==> src/rtl/updown_counter_param.sv <==
// Parametrised up/down counter with per-cycle saturate/wrap selection, boundary
// flags and registered overflow/underflow pulses.
module updown_counter_param #(
    parameter int WIDTH     = 5,
    parameter int MIN_VAL   = 0,
    parameter int MAX_VAL   = 2**WIDTH - 1,
    parameter int RESET_VAL = MIN_VAL,
    parameter int STEP_W    = WIDTH
) (
    input  logic              clk,
    input  logic              reset,
    input  logic              clear,
    input  logic              load,
    input  logic [WIDTH-1:0]  load_val,
    input  logic              inc,
    input  logic              dec,
    input  logic [STEP_W-1:0] step,
    input  logic              wrap,
    output logic [WIDTH-1:0]  out,
    output logic              at_max,
    output logic              at_min,
    output logic              ovf,
    output logic              unf
);

    localparam int RANGE = MAX_VAL - MIN_VAL + 1;
    // One guard bit is enough: out + RANGE never reaches 2**(WIDTH+1).
    localparam int AW = WIDTH + 1;
    localparam int SW = (STEP_W > AW) ? STEP_W : AW;

    localparam logic [AW-1:0]    MIN_A   = AW'(MIN_VAL);
    localparam logic [AW-1:0]    MAX_A   = AW'(MAX_VAL);
    localparam logic [AW-1:0]    RANGE_A = AW'(RANGE);
    localparam logic [SW-1:0]    RANGE_S = SW'(RANGE);
    localparam logic [WIDTH-1:0] MIN_W   = WIDTH'(MIN_VAL);
    localparam logic [WIDTH-1:0] MAX_W   = WIDTH'(MAX_VAL);
    localparam logic [WIDTH-1:0] RST_W   = WIDTH'(RESET_VAL);

    logic [WIDTH-1:0] out_reg, out_next;
    logic             ovf_reg, ovf_next;
    logic             unf_reg, unf_next;

    logic [SW-1:0] step_ext;
    logic [AW-1:0] eff_step;
    logic [AW-1:0] cur;
    logic [AW-1:0] sum;
    logic [AW-1:0] load_ext;

    assign step_ext = SW'(step);
    assign eff_step = (step_ext > RANGE_S) ? RANGE_A : AW'(step_ext);
    assign cur      = {1'b0, out_reg};
    assign sum      = cur + eff_step;
    assign load_ext = {1'b0, load_val};

    always_comb begin
        out_next = out_reg;
        ovf_next = 1'b0;
        unf_next = 1'b0;
        if (clear) begin
            out_next = RST_W;
        end else if (load) begin
            if (load_ext < MIN_A)
                out_next = MIN_W;
            else if (load_ext > MAX_A)
                out_next = MAX_W;
            else
                out_next = load_val;
        end else if ((inc != dec) && (eff_step != '0)) begin
            if (inc) begin
                if (sum > MAX_A) begin
                    ovf_next = 1'b1;
                    out_next = wrap ? WIDTH'(sum - RANGE_A) : MAX_W;
                end else begin
                    out_next = WIDTH'(sum);
                end
            end else begin
                // Compare against MIN+s so the subtraction never goes negative.
                if (cur >= MIN_A + eff_step) begin
                    out_next = WIDTH'(cur - eff_step);
                end else begin
                    unf_next = 1'b1;
                    out_next = wrap ? WIDTH'(cur + RANGE_A - eff_step) : MIN_W;
                end
            end
        end
    end

    always_ff @(posedge clk or negedge reset) begin
        if (!reset) begin
            out_reg <= RST_W;
            ovf_reg <= 1'b0;
            unf_reg <= 1'b0;
        end else begin
            out_reg <= out_next;
            ovf_reg <= ovf_next;
            unf_reg <= unf_next;
        end
    end

    assign out    = out_reg;
    assign ovf    = ovf_reg;
    assign unf    = unf_reg;
    assign at_max = (out_reg == MAX_W);
    assign at_min = (out_reg == MIN_W);

endmodule
==> config.mk <==
export PLATFORM = sky130hd
export DESIGN_NAME = updown_counter_param
export DESIGN_NICKNAME = d
export VERILOG_FILES = /design/src/rtl/updown_counter_param.sv
export SDC_FILE = /design/constraint.sdc
export NUM_CORES = 1
export LEC_CHECK = 0
export CAP_MARGIN = 20
export CELL_PAD_IN_SITES_DETAIL_PLACEMENT = 1
export CELL_PAD_IN_SITES_GLOBAL_PLACEMENT = 1
export CORE_ASPECT_RATIO = 0.7
export CORE_MARGIN = 5
export CORE_UTILIZATION = 37
export DETAILED_ROUTE_END_ITERATION = 8
export GPL_TIMING_DRIVEN = 1
export PLACE_DENSITY_LB_ADDON = 0.1
export SYNTH_ARGS = -nofsm -noshare
export SYNTH_HDL_FRONTEND = slang
export SYNTH_SLANG_ARGS = --single-unit
==> constraint.sdc <==
create_clock -name clk -period 5.55 [get_ports clk]
set_input_delay 0.8325 -clock clk [delete_from_list [all_inputs] [get_ports clk]]
set_output_delay 0.8325 -clock clk [all_outputs]
set_load 0.005 [all_outputs]
==> results.txt, run 1 <==
Post-route met1 wirelength: 1.45 mm. Traced cell by cell, the critical path runs through clkdlybuf4s50_1, ha_1, inv_1, fa_1, a211oi_2, nor2_1, or3_1, o21ai_0, a211oi_1. The tool flagged a number of max-cap violations equal to 0.

The logs give 0 for the count of hold-fix buffers inserted at cts and 0 for the number of diodes. After layout, the worst setup slack is 2.72 ns. Together, buffers and inverters on the worst path number 2.

The endpoint class of the critical path was a flop. The Yosys step of the flow raised 0 warnings. The tools report the buffer count from post-CTS setup fixing as 0.

The ratio of cells with drive above 1 in the final layout is 0.0725. The run finished with clean final reports. The portion of the post-synthesis area used by sequential elements is 0.188, and the count of TritonRoute iterations in the first routing pass is 4. Clock tree synthesis found a total of 7 sinks. For the setup slack after placement, the log shows 2.49 ns.

In the routed design, unresolved DRC markers number 0. The first global-routing pass estimated 4.82 mm of wire. The initial cell density of the core was 0.381. The ratio of final minimum period to clock period was 0.509.

Using the TritonRoute via totals, the vias-per-cell ratio works out to 5.49. The routed design has 2.94 mm of wire. The number of CTS-inserted buffers was 3. The cell with the biggest individual delay on the critical path was sky130_fd_sc_hd__clkdlybuf4s50_1.

The multi-input combinational cell area was 683 sq um. Port buffering added 25 buffers. The run gives 309 as the final-layout fill cell count. For the pin with the worst max-slew slack, the measured transition is 0.448 ns. Setup violations remaining at the end of the flow were counted as 0.

The H-tree level count is 1. Die area: 3630 sq um. The netlist area before placement is 930 sq um, and the number of instances on the worst hold path is 2. The area overhead of the layout relative to synthesis is 31.1%. TritonCTS built the clock tree. The share of synthesized registers carrying an async set or reset was 1.00; the final weighted congestion of routability-driven global placement was 0.909. Setup total negative slack on the finished layout was measured at 0 ns.

The logs give 0 for the number of pins exceeding their max-slew limit in the final report and 0 for the total grt overflow. The placed wire-length estimate after detailed placement was 2.48 mm. The register with the most flip-flops in the layout has 5 of them. The number of global-route vias before repair is 957.

The highest layer touched by signal routing is met4. The relative slew slack is 0.701, and the maximum clock insertion buffer count is 2. The hold violation total from the final report came out at 0. Initial antenna violation count: 0. Entering global routing, the biggest net connects 14 pins. The floorplan step defined a core boundary enclosing 2440 sq um. After the first detailed-routing iteration, the DRC count stood at 44. The number of cells on the worst reg-to-reg path is 9.

The worst setup path is launched from an input port. The largest stage delay on the critical path came out at 0.53 ns. The leading cell type in the layout, fill and taps excluded is sky130_fd_sc_hd__clkdlybuf4s50_1. CTS placed an instance of sky130_fd_sc_hd__clkbuf_4 at the clock tree root. Registers take 175 sq um. The total I/O pin count came out at 26. The peak fanout along the critical path is 4, and the met3 wire length is 142 um. Row count: 15. For the share of power burned in registers, the log shows 0.287. The worst-case IR drop observed on VDD is 0.108 mV. For the count of nets after finishing, the log shows 168. Critical path data arrival time: 2.95 ns. The leakage dissipation came out at 0.507 nW. For the combined global-route utilization of all metal layers, the log shows 0.172. Clock skew on the completed layout was measured at 0.00168 ns. The detail route stage leaves a number of antenna-violating nets equal to 0. The critical path crosses 9 cells after its start point.

For the combinational cell fraction of total power, the log shows 0.498. In this run the power spent charging and discharging nets is 0.0795 mW. The instance count of the mapped netlist came out at 113. The routed layout has 944 vias.

Post-CTS repair changed the size of 0 cells. The power density normalized to cell area is 174 nW/um^2, and the clock input transition at the sequential cells of the worst setup and hold paths is 0.05 ns. The number of nets in the synthesized netlist is 142.

Counting flops with a built-in enable in the synthesized netlist gives 0. The kind of cell with the highest combined delay along the critical path is adder cells. The total met2 wirelength after detailed routing was 1.34 mm. The post-layout minimum cycle time was 2.83 ns; the register bit count reported by yosys was 7. The setup path with the least slack is of type in2reg. Post-detailed-route wirelength per cell: 17.1 um.

At the later pin of the worst-skew pair, clock insertion delay measures 0.25 ns. The net switching fraction of the power was 0.375; the mean post-synth cell area was 8.23 sq um. Synthesis instantiated 43 different standard cells from the library. For this run, the leading register cell type out of synthesis is sky130_fd_sc_hd__dfrtp_1. The die boundary height is 51.9 um.

In this run the horizontal extent of the chip is 69.9 um. The design internal power was 0.133 mW; the fmax was 354 MHz. For the worst setup path, the data required time is 5.67 ns.

Setup repair after global routing left no endpoint under its margin. The tools report the clock power share as 0.215. The min-delay analysis places its worst path in the category reg2reg.

Leaving out fill and tap cells, the most frequent cells in the layout are sky130_fd_sc_hd__clkdlybuf4s50_1, sky130_fd_sc_hd__inv_1, sky130_fd_sc_hd__a21oi_1.
[power by group through the flow]
stage	Combinational (mW)	Sequential (mW)	Clock, mW
2_1_floorplan	0.0668	0.0601	0
3_3_place_gp	0.103	0.0615	0
3_5_place_dp	0.105	0.0618	0
4_1_cts	0.106	0.0608	0.0477
5_1_grt	0.116	0.0618	0.0497
6_report	0.106	0.0609	0.0456
[cell usage after synthesis (2+ instances only)]
| cell type | number | share of area |
|---|---|---|
| sky130_fd_sc_hd__o21ai_1 | 2 | 0.011 |
| sky130_fd_sc_hd__nand2_1 | 4 | 0.016 |
| sky130_fd_sc_hd__ha_1 | 10 | 0.13 |
| sky130_fd_sc_hd__inv_1 | 11 | 0.044 |
| sky130_fd_sc_hd__o21ai_0 | 6 | 0.032 |
| sky130_fd_sc_hd__a211oi_1 | 3 | 0.024 |
| sky130_fd_sc_hd__nor2_1 | 10 | 0.040 |
| sky130_fd_sc_hd__a21oi_1 | 11 | 0.059 |
| sky130_fd_sc_hd__a21o_1 | 3 | 0.024 |
| sky130_fd_sc_hd__xnor2_1 | 3 | 0.028 |
| sky130_fd_sc_hd__nor2b_1 | 4 | 0.027 |
| sky130_fd_sc_hd__fa_1 | 2 | 0.043 |
| sky130_fd_sc_hd__nand3b_1 | 2 | 0.016 |
| sky130_fd_sc_hd__dfrtp_1 | 7 | 0.19 |
| sky130_fd_sc_hd__buf_4 | 2 | 0.016 |
| sky130_fd_sc_hd__nor3_1 | 4 | 0.022 |
| sky130_fd_sc_hd__a211oi_2 | 3 | 0.040 |
[cell families after synthesis]
family,count (synthesis),share of synthesized area
AOI/OAI and AO/OA,41,0.322
xor gates and xnor gates,4,0.0377
adders and majority gates,12,0.178
buffers and inverters,15,0.0767
DFF,7,0.188
and+or+nand+nor,34,0.198
[cell type report]
| class | instances | area share |
|---|---|---|
| Multi-Input combinational cell | 91 | 0.561 |
| Clock buffer | 4 | 0.0216 |
| Timing Repair Buffer | 25 | 0.205 |
| Inverter | 11 | 0.0339 |
| Tap cell | 34 | 0.0349 |
| Sequential cell | 7 | 0.144 |
[path summary, 6_finish.rpt]
kind	from	to	slack (ns)
min	out[0]	out[0]	0.71
min in group asynchronous	reset	out[1]	0.85
min reg2reg	out[0]	out[0]	0.71
max	step[0]	out[0]	2.72
max reg2reg	out[0]	out[0]	3.32
max in group asynchronous	reset	out[2]	4.44
[per-stage QoR]
step	power (mW)	utilization	area [sq um]	cells	hold WS [ns]
floorplan	0.127	-	930	113	0.537
global placement	0.165	0.489	1190	168	0.674
detailed placement	0.167	0.489	1190	168	0.713
CTS	0.215	0.499	1220	172	0.720
global route	0.228	0.499	1220	172	0.744
finish	0.212	0.499	1220	172	0.712
[layer usage]
layer,global-route usage,vias to the layer above
li1,-,461
met1,0.233,459
met2,0.273,22
met3,0.0483,2
met4,0.0350,0
met5,0,-
[worst reg2reg max path, stage by stage (launching register included)]
cell	delay, ns
sky130_fd_sc_hd__dfrtp_1	0.43
sky130_fd_sc_hd__inv_1	0.11
sky130_fd_sc_hd__ha_1	0.14
sky130_fd_sc_hd__inv_1	0.05
sky130_fd_sc_hd__fa_1	0.43
sky130_fd_sc_hd__a211oi_2	0.24
sky130_fd_sc_hd__nor2_1	0.11
sky130_fd_sc_hd__or3_1	0.39
sky130_fd_sc_hd__o21ai_0	0.10
sky130_fd_sc_hd__a211oi_1	0.09
Note: power is estimated with default switching activity, not from simulation.
==> run 2: changes to the inputs <==
--- a/config.mk
+++ b/config.mk
@@ -10,7 +10,7 @@
 export CELL_PAD_IN_SITES_GLOBAL_PLACEMENT = 1
 export CORE_ASPECT_RATIO = 0.7
 export CORE_MARGIN = 5
-export CORE_UTILIZATION = 37
+export CORE_UTILIZATION = 31
 export DETAILED_ROUTE_END_ITERATION = 8
 export GPL_TIMING_DRIVEN = 1
 export PLACE_DENSITY_LB_ADDON = 0.1
==> constraint.sdc (replaced) <==
create_clock -name clk -period 2.6 [get_ports clk]
set_input_delay 0.39 -clock clk [delete_from_list [all_inputs] [get_ports clk]]
set_output_delay 0.39 -clock clk [all_outputs]
set_load 0.005 [all_outputs]
==> run 2 against run 1 <==
Against the previous run: worst setup slack worse by 2.4 ns; flip-flop and latch count stayed put; clock skew hardly changed; utilization is 4.7 points lower; first-iteration DRC count is 6.8% lower; global-route usage is 1.9 points lower; via count is 0.21% higher; sequential share of layout area is 0.74 points lower; largest cell class unchanged.
==> results.txt, run 2 (synthesized netlist as in run 1, its figures left out) <==
The row count was 16 (was 15). The area of the core is 2840 sq um (was 2440 sq um), and the initial cell density of the core is 0.327 (was 0.381). The total grt overflow is 0 (unchanged), and the hold violation total from the final report is 0 (unchanged). The core occupancy in the finished layout came out at 0.452 (was 0.499). Library cell used as clock root buffer: sky130_fd_sc_hd__clkbuf_8 (was sky130_fd_sc_hd__clkbuf_4).

For the final-layout fill cell count, the log shows 355 (was 309). The logs give 0 (unchanged) for the number of failing setup endpoints in the final timing report and 2 (unchanged) for the maximum clock insertion buffer count. For the count of vias placed by the detailed router, the log shows 946 (was 944). The tools report the initial antenna violation count as 0 (unchanged).

The leakage dissipation is 0.544 nW (was 0.507 nW), and the critical path data arrival time is 2.40 ns (was 2.95 ns). The depth of the worst register-to-register path came out at 9 (unchanged). TritonCTS built the clock tree. Top library cells by usage in the layout, fill and taps aside: sky130_fd_sc_hd__clkdlybuf4s50_1, sky130_fd_sc_hd__inv_1, sky130_fd_sc_hd__a21oi_1 (unchanged). The tools report the number of global-route vias before repair as 1,026 (was 957).

Setup repair after global routing left no endpoint under its margin. The leading cell type in the layout, fill and taps excluded was sky130_fd_sc_hd__clkdlybuf4s50_1 (unchanged). The tools report the count of TritonRoute iterations in the first routing pass as 4 (unchanged). The run gives 0.00195 ns (was 0.00168 ns) as the worst clock skew. The ratio of cells with drive above 1 in the final layout is 0.111 (was 0.0725). The run gives 0 (unchanged) as the count of instances resized after the clock tree is built. The via density per instance is 5.26 (was 5.49), and the post-detailed-route wirelength per cell is 16.2 um (was 17.1 um). The post-layout minimum cycle time works out to 2.31 ns. The run gives 0.22 ns (was 0.25 ns) as the insertion delay of the later-clocked pin in the worst-skew pair. The run gives 13 (was 14) as the maximum number of pins on one net before global-route repair. The tools report the relative slew slack as 0.728 (was 0.701). The H-tree level count came out at 1 (unchanged). The run finished with clean final reports. The wire length of the first global-routing pass was 5.04 mm (was 4.82 mm); the power density normalized to cell area was 400 nW/um^2 (was 174 nW/um^2). The number of buffers inserted by port buffering is 25 (unchanged). Endpoint class of the critical path: a flop (unchanged).

Number of clock sinks: 7 (unchanged). For the max capacitance violation total, the log shows 0 (unchanged). The combined global-route utilization of all metal layers is 0.153 (was 0.172). The die boundary height was 55.8 um (was 51.9 um); the fmax was 434 MHz.

The total I/O pin count was 26 (unchanged); the number of nets still failing antenna checks after routing was 0 (unchanged). The iteration-0 DRC count of the detailed router is 41 (was 44). The buffer count from post-CTS setup fixing is 0 (unchanged), and the ratio of final minimum period to clock period is 0.887. The critical path start-end classification was in2reg (unchanged). The logs give 0 (unchanged) for the count of hold-fix buffers inserted at cts and 174 (was 168) for the count of nets after finishing. The total wire length after detailed routing was 2.91 mm (was 2.94 mm). The final weighted congestion of routability-driven global placement is 0.877 (was 0.909).

The aggregate negative setup slack is 0 ns (unchanged), and the peak fanout along the critical path is 4 (unchanged). The clock input transition at the sequential cells of the worst setup and hold paths was 0.04 ns (was 0.05 ns); the number of remaining DRC errors was 0 (unchanged). The number of diodes was 0 (unchanged); the transition at the pin with the smallest max-transition slack was 0.405 ns (was 0.448 ns). Type of the worst min-delay path: in2async (was reg2reg).

Placed wire-length estimate after detailed placement: 2.52 mm (was 2.48 mm). The overall die width came out at 75.5 um (was 69.9 um). The number of flip-flops in the largest register works out to 5 (unchanged). The run gives 3 (unchanged) as the number of CTS-inserted buffers. The startpoint type of the worst setup path was an input port (unchanged).

The peak ir drop on the vdd network came out at 0.299 mV (was 0.108 mV). For the die area, the log shows 4210 sq um (was 3630 sq um). The tools report the number of pins exceeding their max-slew limit in the final report as 0 (unchanged).

The critical path required time came out at 2.69 ns (was 5.67 ns). The area overhead of the layout relative to synthesis works out to 38.2% (was 31.1%).
[run 2: changes by cell type in the layout (fill, tap and decap cells not counted)]
cell	previous run	this run
sky130_fd_sc_hd__buf_4	0	6
sky130_fd_sc_hd__clkbuf_4	3	0
sky130_fd_sc_hd__clkbuf_8	0	3
[run 2: worst paths after layout]
path / end / slack, ns / start
worst max-delay path: out[0] / 0.29 / step[0]
max in group asynchronous: out[4] / 1.93 / reset
worst max register to register: out[0] / 0.40 / out[0]
worst min-delay path: out[3] / 0.43 / reset
worst min register to register: out[0] / 0.74 / out[0]
min in group clk: out[0] / 0.74 / out[0]
[run 2: power by group]
part           total (mW)  switching (mW)  internal (mW)  leakage, nW
sequential          0.131          0.0141          0.117       0.0938
combinational       0.233           0.116          0.117        0.427
clock               0.150          0.0439          0.106       0.0228
total               0.514           0.174          0.339        0.544
[run 2: routing by layer]
metal	GRT usage	share of wire	vias up
li1	-	-	474
met1	0.231	0.52	450
met2	0.221	0.43	20
met3	0.0379	0.042	2
met4	0.0200	0.0027	0
met5	0	0	-
[run 2: per-stage QoR]
stage | total power [mW] | setup WS, ns | hold WS, ns | cell area (sq um) | instances
after global placement | 0.364 | 0.0989 | 0.676 | 1240 | 176
final | 0.514 | 0.295 | 0.431 | 1280 | 180
after floorplan | 0.271 | 0.551 | 0.0944 | 930 | 113
after detailed placement | 0.366 | 0.0589 | 0.675 | 1240 | 176
after CTS | 0.520 | 0.282 | 0.436 | 1280 | 180
after global routing | 0.553 | 0.140 | 0.463 | 1280 | 180
[run 2: cell type report]
cell class / instances / area [sq um] / area share
well taps: 36 / 45.0 / 0.0351
inverters: 11 / 41.3 / 0.0321
repair buffers: 31 / 295 / 0.230
flip-flops and latches: 7 / 175 / 0.136
multi-input cells: 91 / 683 / 0.532
clock buffers: 4 / 45.0 / 0.0351
[run 2: worst max-delay path, cell delays in order]
cell,delay [ns]
sky130_fd_sc_hd__clkdlybuf4s50_1,0.48
sky130_fd_sc_hd__ha_1,0.15
sky130_fd_sc_hd__inv_1,0.06
sky130_fd_sc_hd__fa_1,0.41
sky130_fd_sc_hd__a211oi_2,0.23
sky130_fd_sc_hd__nor2_1,0.10
sky130_fd_sc_hd__or3_1,0.38
sky130_fd_sc_hd__o21ai_0,0.09
sky130_fd_sc_hd__a211oi_1,0.10
